<file path="src/rtl/program_counter.sv">
// program_counter
//   RV32 fetch-stage program counter. Holds the current instruction address
//   and selects the next one each cycle: sequential step, PC-relative jump by
//   an immediate offset, or an absolute ALU-computed target (JALR).
//
// Ports
//   clk              in   1     rising-edge clock
//   reset_n          in   1     asynchronous active-low reset
//   alu_imm_pc_next  in   XLEN  absolute next-PC target from the ALU (rs1+imm)
//   imm_offset       in   XLEN  PC-relative offset, sign-extended upstream
//   pc_alu_sel       in   1     adder operand: 0 = PC_STEP, 1 = imm_offset
//   pc_next_sel      in   1     next PC: 0 = adder result, 1 = alu_imm_pc_next
//   pc_value         out  XLEN  current PC (registered)
//   pc_alu           out  XLEN  pc_value + selected operand (combinational)
module program_counter #(
    parameter int unsigned     XLEN         = 32,
    parameter logic [XLEN-1:0] RESET_VECTOR = '0,
    parameter logic [XLEN-1:0] PC_STEP      = XLEN'(4)
) (
    input  logic            clk,
    input  logic            reset_n,
    input  logic [XLEN-1:0] alu_imm_pc_next,
    input  logic [XLEN-1:0] imm_offset,
    input  logic            pc_alu_sel,
    input  logic            pc_next_sel,
    output logic [XLEN-1:0] pc_value,
    output logic [XLEN-1:0] pc_alu
);

    logic [XLEN-1:0] adder_operand;
    logic [XLEN-1:0] pc_next;

    // The adder result wraps modulo 2^XLEN; no overflow is reported.
    always_comb begin
        adder_operand = pc_alu_sel ? imm_offset : PC_STEP;
        pc_alu        = pc_value + adder_operand;
    end

    // The ALU target always has bit 0 cleared (JALR semantics); adder
    // results are taken as-is, so a misaligned offset is not trapped here.
    always_comb begin
        pc_next = pc_alu;
        if (pc_next_sel) begin
            pc_next = {alu_imm_pc_next[XLEN-1:1], 1'b0};
        end
    end

    always_ff @(posedge clk or negedge reset_n) begin
        if (!reset_n) begin
            pc_value <= RESET_VECTOR;
        end else begin
            pc_value <= pc_next;
        end
    end

endmodule

</file>
<file path="config.mk">
export PLATFORM = sky130hd
export DESIGN_NAME = program_counter
export DESIGN_NICKNAME = d
export VERILOG_FILES = /design/src/rtl/program_counter.sv
export SDC_FILE = /design/constraint.sdc
export NUM_CORES = 1
export LEC_CHECK = 0
export CORE_ASPECT_RATIO = 0.9
export CORE_MARGIN = 3
export CORE_UTILIZATION = 45
export DETAILED_ROUTE_END_ITERATION = 10
export PLACE_DENSITY_LB_ADDON = 0.15
export SYNTH_ARGS = -nofsm -noshare
export SYNTH_HDL_FRONTEND = slang
export SYNTH_SLANG_ARGS = --single-unit
</file>
<file path="constraint.sdc">
create_clock -name clk -period 5.25 [get_ports clk]
set_clock_uncertainty 0.1 [all_clocks]
set_input_delay 0.525 -clock clk [delete_from_list [all_inputs] [get_ports clk]]
set_output_delay 0.525 -clock clk [all_outputs]
set_load 0.02 [all_outputs]
</file>
---- After elaboration in Yosys (flattened, before gate mapping) ----
Cells that the tools add are included.
Widths: inputs -> output; s select.
word-level totals
  register bits after elaboration ......... 32
  bits of input ports ..................... 68
  logic and storage cells ................. 4
  output and inout port bits .............. 64
cells by class
  mux-type cells .......................... 2
  $add $sub $neg .......................... 1
operators with widths
  cell            count
  $mux 32         2
  $add 32x32->32  1

---- Logic depth before layout (Yosys ltp) ----
Gate-level depths: netlist of run 1.
  word-level depth ........................ 3
  gate-level depth with buffers ........... 11
  gate-level depth less buffers ........... 10

---- Worst setup path before layout of run 1 ----
Ideal clock, no wire load.
  path type ............................... input port to output port
  start ................................... input port pc_alu_sel
  end ..................................... output port pc_alu[20]
  required time ........................... 4.625 ns
  buffers on the path ..................... 1
  path slack .............................. 1.610 ns
  arrival time ............................ 3.015 ns
  stages on the path ...................... 11
  path through ............................ clkbuf_1 and2_1 ha_1 fa_1 a21o_1 a221oi_2 o21ai_1 a311o_1 nand2_1 o21ai_0 xor2_1
between the ends
  word-level cells in the longest chain between the ends .. 2
ends and longest elaborated chain
  element             RTL line  RTL
  start: declaration  24        input logic pc_alu_sel,
  $mux 32             35        adder_operand = pc_alu_sel ? imm_offset : PC_STEP;
  $add 32x32->32      36        pc_alu = pc_value + adder_operand;
  end: declaration    27        output logic [XLEN-1:0] pc_alu
No other way between the ends.

---- Worst setup path after layout of run 1 ----
Ends and elaborated chain as after synthesis.

==> impl_metrics.csv, run 1 <==
group,metric,value,unit
cells_and_area,num-fill-cells,647,
cells_and_area,multi_input_area,2470,sq um
cells_and_area,largest_reg_flops,32,
clock_tree,post-cts-setup-buffer-count,0,
cells_and_area,seq_area,801,sq um
timing,setup_viol,0,
placed_design,gp_congestion,0.874,
clock_tree,clockBufferDepth,2,
cells_and_area,syn_to_final_growth,42.1,%
power_and_ir_drop,clockPowerShare,8.4,%
flow_run,maxCapViolations,0,
clock_tree,clkLatencyLatePin,0.29,ns
power_and_ir_drop,p_per_area,520,nW/um^2
worst_setup_path,cp.buffers_inverters,3,
timing,setup_ws,0.470,ns
clock_tree,numCtsBuffers,5,
timing,tns,0,ns
placed_design,dp.cells,631,
clock_tree,cts-root-buf,"clkbuf_8",
yosys,avgSynthCellArea,7.99,sq um
yosys,synth_top_cell_area_share,23.5,%
worst_setup_path,critPathRequiredTime,4.62,ns
yosys,synthCells,427,
worst_setup_path,max_stage_delay,0.64,ns
yosys,yosys_warnings,0,
route,wl_per_cell,16.4,um
clock_tree,cts_tree,"done",
worst_setup_path,startpoint_type,"input pin",
route,drc,0,
global_route,grt_pass1_vias,3620,
clock_tree,htreeDepth,2,
yosys,synth-edff-count,0,
power_and_ir_drop,ir_worst_vdd,0.314,mV
die,fp-row-count,29,
cells_and_area,regMostFlops,"pc_value",
timing,fin_crit_sh,91.1,%
timing,holdWs,0.552,ns
die,io_pins,132,
cells_and_area,fin_nets,646,
route,vias,3665,
min_path,hold_path.class,"in2async",
yosys,yosys-top-cells-area,"dfrtp_1 (23%), ha_1 (12%), and2_1 (6.1%), mux2_2 (5.3%), nand2_1 (5.1%)",
global_route,gr-usage-all-layers,24.3,%
route,drt_first_pass_iters,4,
route,postRouteWirelength,10500,um
yosys,synthArstFlopShare,100,%
cells_and_area,reg_top3,"pc_value: 32 flops",
worst_setup_path,crit_slowest_cell,"clkdlybuf4s50_1",
yosys,syn-num-nets,528,
die,die_h,88.6,um
timing,tightest_slew,0.800,ns
cells_and_area,utilization,67.1,%
power_and_ir_drop,p_comb_share,76.1,%
die,core,7220,sq um
clock_tree,path_clk_slew,0.07,ns
timing,hold_viol_final,0,
die,initial_core_util,47.3,%
power_and_ir_drop,leakagePower,2.14,nW
power_and_ir_drop,swShare,48.2,%
worst_setup_path,end_kind,"output pin",
timing,rsz0062_at_grt,"no",
worst_setup_path,cpMostUsedCell,"clkdlybuf4s50_1",
route,postRouteAntennaNets,0,
power_and_ir_drop,internal_power,1.31,mW
yosys,ys_seq_area_share,23.5,%
worst_setup_path,critPathMaxFanout,31,
clock_tree,hold_buffers,0,
timing,fmax,0.209,GHz
cells_and_area,design_area,4850,sq um
yosys,synthDistinctLibCells,56,
placed_design,port_buffers,130,
placed_design,hpwlAfterDp,8110,um
die,fp.dieW,97.8,um
yosys,synth-seq-cells,32,
placed_design,place_ws,0.472,ns
timing,min_period,4.78,ns
yosys,yosysTopAreaCell,"dfrtp_1",
route,first_iter_violations,180,
power_and_ir_drop,seqPwrFrac,15.5,%
cells_and_area,drive_gt1_share,6.59,%
power_and_ir_drop,p_sw,1.21,mW
run_status,status,"finished clean",
global_route,grt_max_degree,33,
cells_and_area,layout.cells.non_filler,639,
yosys,synth_common_cells,"nand2_1 (46), and2_1 (33), dfrtp_1 (32), ha_1 (32)",
yosys,post-synth-top-count-cell,"nand2_1",
clock_tree,clkSinkCount,32,
worst_setup_path,path_class,"in2out",
route,viasPerCell,5.74,
power_and_ir_drop,power,2.52,mW
yosys,syn-cell-area,3410,sq um
worst_setup_path,worst_ep_arrival_time,4.16,ns
global_route,grt_antenna_before_repair,0,
global_route,overflow,0,
clock_tree,cts_resized,0,
timing,slew_headroom,46.1,%
cells_and_area,diodes,0,
timing,maxSlewViolCount,0,
worst_setup_path,critPathTopFamily,"compound AO/OA/AOI/OAI gates",
worst_setup_path,cp_cell_sequence,"clkdlybuf4s50_1 -> buf_4 -> and2_1 -> fa_1 -> a21o_1 -> a221oi_2 -> o21ai_1 -> a311o_1 -> nand2_1 -> o21ai_0 -> xor2_1 -> clkdlybuf4s50_1",
die,die_area,8660,sq um
yosys,synth-main-ff-cell,"dfrtp_1",
global_route,grt_pass1_wl,17300,um
placed_design,placed_area,4750,sq um
## cells in the final DEF (no fill, tap or decap), drive strengths merged, types with 16 or more instances in the layout
master | netlist | routed
ha | 32 | 32
mux2 | 16 | 16
a21oi | 31 | 31
nor2 | 31 | 31
and2 | 33 | 33
clkdlybuf4s50 | 0 | 130
dfrtp | 32 | 32
o21ai | 22 | 22
nand2 | 46 | 46
## worst register-to-register path, stage by stage, from the launching register on
cell and delay, ns:
dfrtp_1 0.40, ha_1 0.24, fa_1 0.41, a21o_1 0.24, a221oi_2 0.34, o21ai_1 0.20, a311o_1 0.44, nand2_1 0.14
xnor2_1 0.12, mux2_2 0.29
## cell type report
class | count | area share [%]
well taps | 93 | 2.40
clock buffers | 6 | 1.70
multi-input cells | 362 | 51.0
inverters | 11 | 0.852
flip-flops and latches | 32 | 16.5
clock inverters | 2 | 0.207
repair buffers | 133 | 27.3
## power groups by stage
| stage | sequential [mW] | clock, mW | combinational [mW] |
|---|---|---|---|
| 3_5_place_dp | 0.396 | 0 | 1.89 |
| 5_1_grt | 0.402 | 0.226 | 2.06 |
| 2_1_floorplan | 0.498 | 0 | 1.04 |
| 4_1_cts | 0.392 | 0.217 | 1.91 |
| 3_3_place_gp | 0.392 | 0 | 1.87 |
| 6_report | 0.390 | 0.212 | 1.92 |
## path summary, 6_finish.rpt
| path | depth (start not counted) | slack [ns] | to | start |
|---|---|---|---|---|
| max in group asynchronous | 2 | 4.16 | pc_value[18]$_DFF_PN0_ | reset_n |
| worst min-delay path | 2 | 0.55 | pc_value[17]$_DFF_PN0_ | reset_n |
| worst max-delay path | 12 | 0.47 | pc_alu[20] | pc_alu_sel |
| worst min register to register | 2 | 0.60 | pc_value[0]$_DFF_PN0_ | pc_value[0]$_DFF_PN0_ |
| worst max register to register | 9 | 2.22 | pc_value[16]$_DFF_PN0_ | pc_value[0]$_DFF_PN0_ |
| min in group clk | 2 | 0.60 | pc_value[0]$_DFF_PN0_ | pc_value[0]$_DFF_PN0_ |
## metal layers
metal | routed length (um) | global-route usage (%)
met5 | 0 | 0
met1 | 4650 | 30.5
met3 | 696 | 5.12
met4 | 177 | 7.30
met2 | 4980 | 42.8
## cell families (layout without fill, tap and decap cells)
logic type	Yosys count	after routing	synth area share [%]
simple gates	173	173	25.9
compound gates	115	115	22.4
fa+ha+maj	33	33	12.3
buf+inv	33	152	4.07
flops	32	32	23.5
xor+xnor	23	23	5.90
mux	18	18	5.87
Note: power is estimated with default switching activity, not from simulation.
==> run 2: changes to the inputs <==
--- a/config.mk
+++ b/config.mk
@@ -9,7 +9,7 @@
 export CORE_MARGIN = 3
 export CORE_UTILIZATION = 45
 export DETAILED_ROUTE_END_ITERATION = 10
-export PLACE_DENSITY_LB_ADDON = 0.15
+export PLACE_DENSITY = 0.82
 export SYNTH_ARGS = -nofsm -noshare
 export SYNTH_HDL_FRONTEND = slang
 export SYNTH_SLANG_ARGS = --single-unit
==> run 2 against run 1 <==
  * Total power shrank 1.5%
  * Via count shrank 1.7%
  * Largest cell class unchanged
  * Non-clock buffer count grew 1
==> impl_metrics.csv, run 2 (same netlist as run 1, synthesis figures left out) <==
group,metric,value,unit
worst_setup_path,worst_ep_arrival_time,4.23,ns
clock_tree,htreeDepth,2,
power_and_ir_drop,swShare,48.2,%
route,postRouteWirelength,10400,um
power_and_ir_drop,ir_worst_vdd,0.345,mV
cells_and_area,final_cell_mix,"clkdlybuf4s50_1 (130), nand2_1 (46), and2_1 (33)",
min_path,hold_path.class,"in2async",
die,fp.dieW,97.8,um
run_status,status,"finished clean",
die,die_h,88.6,um
cells_and_area,syn_to_final_growth,41.6,%
timing,setup_viol,0,
die,fp-row-count,29,
power_and_ir_drop,internal_power,1.29,mW
placed_design,placed_area,4760,sq um
placed_design,gp_congestion,0.890,
global_route,overflow,0,
clock_tree,hold_buffers,0,
clock_tree,cts_resized,0,
worst_setup_path,end_kind,"output pin",
worst_setup_path,rrSetupSlack,2.23,ns
timing,min_period,4.85,ns
timing,fin_crit_sh,92.4,%
global_route,grt_max_degree,33,
route,drc,0,
placed_design,port_buffers,130,
die,initial_core_util,47.3,%
cells_and_area,largest_reg_flops,32,
global_route,grt_antenna_before_repair,0,
worst_setup_path,rr_worst_depth,9,
cells_and_area,regMostFlops,"pc_value",
cells_and_area,layout.cells.non_filler,637,
power_and_ir_drop,power,2.48,mW
clock_tree,numCtsBuffers,5,
cells_and_area,fin_nets,647,
cells_and_area,num-fill-cells,621,
cells_and_area,design_area,4830,sq um
die,io_pins,132,
placed_design,hpwlAfterDp,8220,um
worst_setup_path,path_class,"in2out",
power_and_ir_drop,p_per_area,514,nW/um^2
timing,slew_headroom,51.2,%
route,first_iter_violations,178,
worst_setup_path,crit_start,"pc_alu_sel",
power_and_ir_drop,p_comb_share,77.0,%
route,wl_per_cell,16.4,um
die,die_area,8660,sq um
placed_design,dp.cells,632,
placed_design,place_ws,0.480,ns
clock_tree,post-cts-setup-buffer-count,0,
timing,fmax,0.206,GHz
timing,rsz0062_at_grt,"no",
timing,maxSlewViolCount,0,
worst_setup_path,startpoint_type,"input pin",
power_and_ir_drop,clockPowerShare,7.2,%
worst_setup_path,worstReg2RegStart,"pc_value[0]$_DFF_PN0_",
route,drt_first_pass_iters,4,
clock_tree,clkLatencyLatePin,0.29,ns
route,viasPerCell,5.65,
route,vias,3601,
clock_tree,clockBufferDepth,2,
timing,hold_viol_final,0,
timing,tns,0,ns
global_route,grt_pass1_vias,3656,
worst_setup_path,r2r_end,"pc_value[20]$_DFF_PN0_",
worst_setup_path,critPathMaxFanout,6,
cells_and_area,layout_commonest_cell,"clkdlybuf4s50_1",
worst_setup_path,critPathRequiredTime,4.62,ns
power_and_ir_drop,p_sw,1.20,mW
cells_and_area,drive_gt1_share,6.25,%
cells_and_area,diodes,0,
clock_tree,cts_tree,"done",
clock_tree,clkSinkCount,32,
flow_run,maxCapViolations,0,
timing,setup_ws,0.398,ns
clock_tree,path_clk_slew,0.07,ns
timing,tightest_slew,0.725,ns
global_route,gr-usage-all-layers,23.9,%
power_and_ir_drop,leakagePower,2.13,nW
global_route,grt_pass1_wl,16900,um
clock_tree,cts-root-buf,"clkbuf_8",
route,postRouteAntennaNets,0,
cells_and_area,reg_top3,"pc_value: 32 flops",
die,core,7220,sq um
power_and_ir_drop,seqPwrFrac,15.8,%
[run 2: cell types whose count changed in the layout (fill, tap and decap cells not counted), sizes merged]
cell	previous run	this run
clkinv	2	0
buf	3	4
clkbuf	6	5
[run 2: critical path, cell delays in order]
cell and delay (ns):
clkdlybuf4s50_1 0.52, and2_1 0.22, ha_1 0.20, fa_1 0.40, a21o_1 0.24, a221oi_2 0.34
o21ai_1 0.20, a311o_1 0.48, nand3_1 0.12, nand2_1 0.09, xor2_1 0.22, clkdlybuf4s50_1 0.66
[run 2: power by group through the flow]
stage / combinational [mW] / clock [mW] / sequential [mW]
after floorplan: 1.04 / 0 / 0.498
after CTS: 1.91 / 0.183 / 0.392
final: 1.91 / 0.179 / 0.392
after global routing: 2.05 / 0.190 / 0.404
after global placement: 1.88 / 0 / 0.392
after detailed placement: 1.89 / 0 / 0.395
[run 2: through the flow]
stage | utilization (%) | hold slack (ns)
final | 66.9 | 0.561
after global routing | 66.9 | 0.594
after CTS | 66.9 | 0.573
after detailed placement | 66.0 | 0.573
after global placement | 66.0 | 0.534
after floorplan | - | 0.129
[run 2: per-layer routing]
| metal | vias up | global-route usage (%) | routed length (um) |
|---|---|---|---|
| met1 | 1655 | 30.9 | 4640 |
| met5 | - | 0 | 0 |
| li1 | 1787 | - | - |
| met2 | 147 | 41.8 | 4890 |
| met4 | 0 | 4.40 | 82 |
| met3 | 12 | 5.59 | 840 |
[run 2: worst max-delay path by stage]
stage | slack [ns] | cells after the start | endpoint
global placement | 0.52 | 12 | pc_alu[20]
finish | 0.40 | 12 | pc_alu[28]
CTS | 0.45 | 12 | pc_alu[28]
detailed placement | 0.48 | 12 | pc_alu[28]
floorplan | 1.61 | 11 | pc_alu[20]
global route | 0.26 | 11 | pc_alu[29]
[run 2: area by class of cell]
type | count | area [sq um] | share of cell area [%]
multi-input cells | 362 | 2470 | 51.2
inverters | 11 | 41.3 | 0.855
well taps | 93 | 116 | 2.41
flip-flops and latches | 32 | 801 | 16.6
clock buffers | 5 | 68.8 | 1.42
repair buffers | 134 | 1330 | 27.6
==> run 3: changes to the inputs <==
--- a/config.mk
+++ b/config.mk
@@ -8,6 +8,7 @@
 export CORE_ASPECT_RATIO = 0.9
 export CORE_MARGIN = 3
 export CORE_UTILIZATION = 45
+export CTS_CLUSTER_SIZE = 28
 export DETAILED_ROUTE_END_ITERATION = 10
 export PLACE_DENSITY = 0.82
 export SYNTH_ARGS = -nofsm -noshare
==> results of run 3 <==
No change in the layout: final DEF, timing and power equal those of run 2.
==> RTL change (flow settings as in run 2) <==
Reset style: synchronous (`reset_n`), changed in one clocked block. Comments in the files are not updated.
--- a/src/rtl/program_counter.sv
+++ b/src/rtl/program_counter.sv
@@ -46,5 +46,5 @@
     end
 
-    always_ff @(posedge clk or negedge reset_n) begin
+    always_ff @(posedge clk) begin
         if (!reset_n) begin
             pc_value <= RESET_VECTOR;
Function: differs if reset_n is asserted again (counterexample within 4 cycles, from zero or initial values and one cycle with reset_n low); with reset_n held inactive, the same outputs for 10 cycles.
==> RTL change against run 2 <==
Maximum frequency increased by 1.7%; routed wire length fell by 9.0%; critical endpoint is now pc_alu[24]; register-to-register slack better by 0.05 ns; area after synthesis fell by 8.6%; worst hold slack got worse by 0.034 ns; global-route usage is 0.12 points lower; cell area down 4.5%; worst setup slack better by 0.079 ns; largest cell class unchanged; sequential cell count stayed put.
Power is not compared: it rests on default switching activity, and its combinational part moved more than twofold at a synthesized area within 25%.
==> RTL change: results <==
group,metric,value,unit
synthesis,syn_nets,485,
run_status,outcome,"finished, final reports clean",
synthesis,async_flop_share,0,
placed_design,gp_congestion,0.857,
critical_path,cpPeakStageDelay,0.63,ns
synthesis,ys_seq_area_frac,0.205,
sta,timing.slew.headroom,0.342,
synthesis,synth_xor_area_frac,0.0814,
synthesis,synth_compound_area_frac,0.268,
route,dr.pass1.iters,5,
power,vdd_ir_drop_max,0.131,mV
critical_path,critPathTopFamily,"buffers and inverters",
global_routing,globalRouteTotalUtil,0.238,
route,vias_per_cell,5.47,
critical_path,cp_slowest_cell,"clkdlybuf4s50_1",
critical_path,critPathMaxFanout,17,
finish,nNetsFinal,608,
global_routing,grt_max_degree,44,
synthesis,yosys-mux-area-fraction,0.0325,
route,drt_wl_total,9510,um
worst_hold_path,hold_class,"reg2reg",
clocking,cts.htree.levels,2,
synthesis,synth_flop_cell,"dfxtp_1",
route,drt_iter0_markers,109,
global_routing,grt_pass1_vias,3356,
critical_path,cp.arrival,4.15,ns
synthesis,synthTopCellsByArea,"dfxtp_1 21%, ha_1 13%, and2_1 7.2%, a21oi_1 4.7%, a21o_1 4.6%",
synthesis,ys_types,57,
placed_design,dp_hpwl,7640,um
clocking,cts_buffers,5,
RTL change: cell count changes in the layout (fill, tap and decap cells not counted), moves of 6 or more:
cell and delta:
dfrtp_1 -32, dfxtp_1 +32, nor2_1 -20, mux2_2 -15, nand2b_1 +14, nand2_1 -9, a21boi_0 +8, inv_1 -7
mux2i_1 +7, o21ai_0 -7, and3_1 -6, nor3_1 -6, o31ai_1 -6
RTL change: cell type report:
class                      instances  area [um2]  share of cell area
inverter                           3        11.3             0.00244
multi-input combinational        332        2400               0.521
clock buffer                       7        96.3              0.0209
tap                               90         113              0.0244
clock inverter                     1        30.0             0.00651
sequential                        32         641               0.139
timing repair buffer             133        1320               0.286
RTL change: routing by layer:
metal | track usage | routed length [um] | part of all wire
met5 | 0 | 0 | 0
met4 | 0.0591 | 166 | 0.017
met3 | 0.0470 | 629 | 0.066
met2 | 0.409 | 4450 | 0.47
met1 | 0.306 | 4260 | 0.45
RTL change: power by group:
group	internal [mW]	switching [mW]	leakage (nW)
Clock	0.168	0.101	0.0645
Combinational	0.281	0.302	1.75
Sequential	0.267	0.0149	0.266
RTL change: metrics by stage:
stage	hold slack, ns	std cells	cell area, um2	utilization	setup WS, ns
after global routing	0.579	598	4610	0.693	0.239
after global placement	0.508	590	4490	0.674	0.532
after floorplan	0.551	384	3120	-	1.54
after CTS	0.537	598	4610	0.693	0.478
final	0.527	598	4610	0.693	0.478
after detailed placement	0.509	590	4490	0.674	0.496
RTL change: final timing paths:
check | slack, ns | start | end | cells after the start
worst max-delay path | 0.48 | pc_alu_sel | pc_alu[24] | 12
worst min-delay path | 0.53 | pc_value[0] | pc_value[0] | 2
worst max register to register | 2.28 | pc_value[0] | pc_value[24] | 10
worst min register to register | 0.53 | pc_value[0] | pc_value[0] | 2
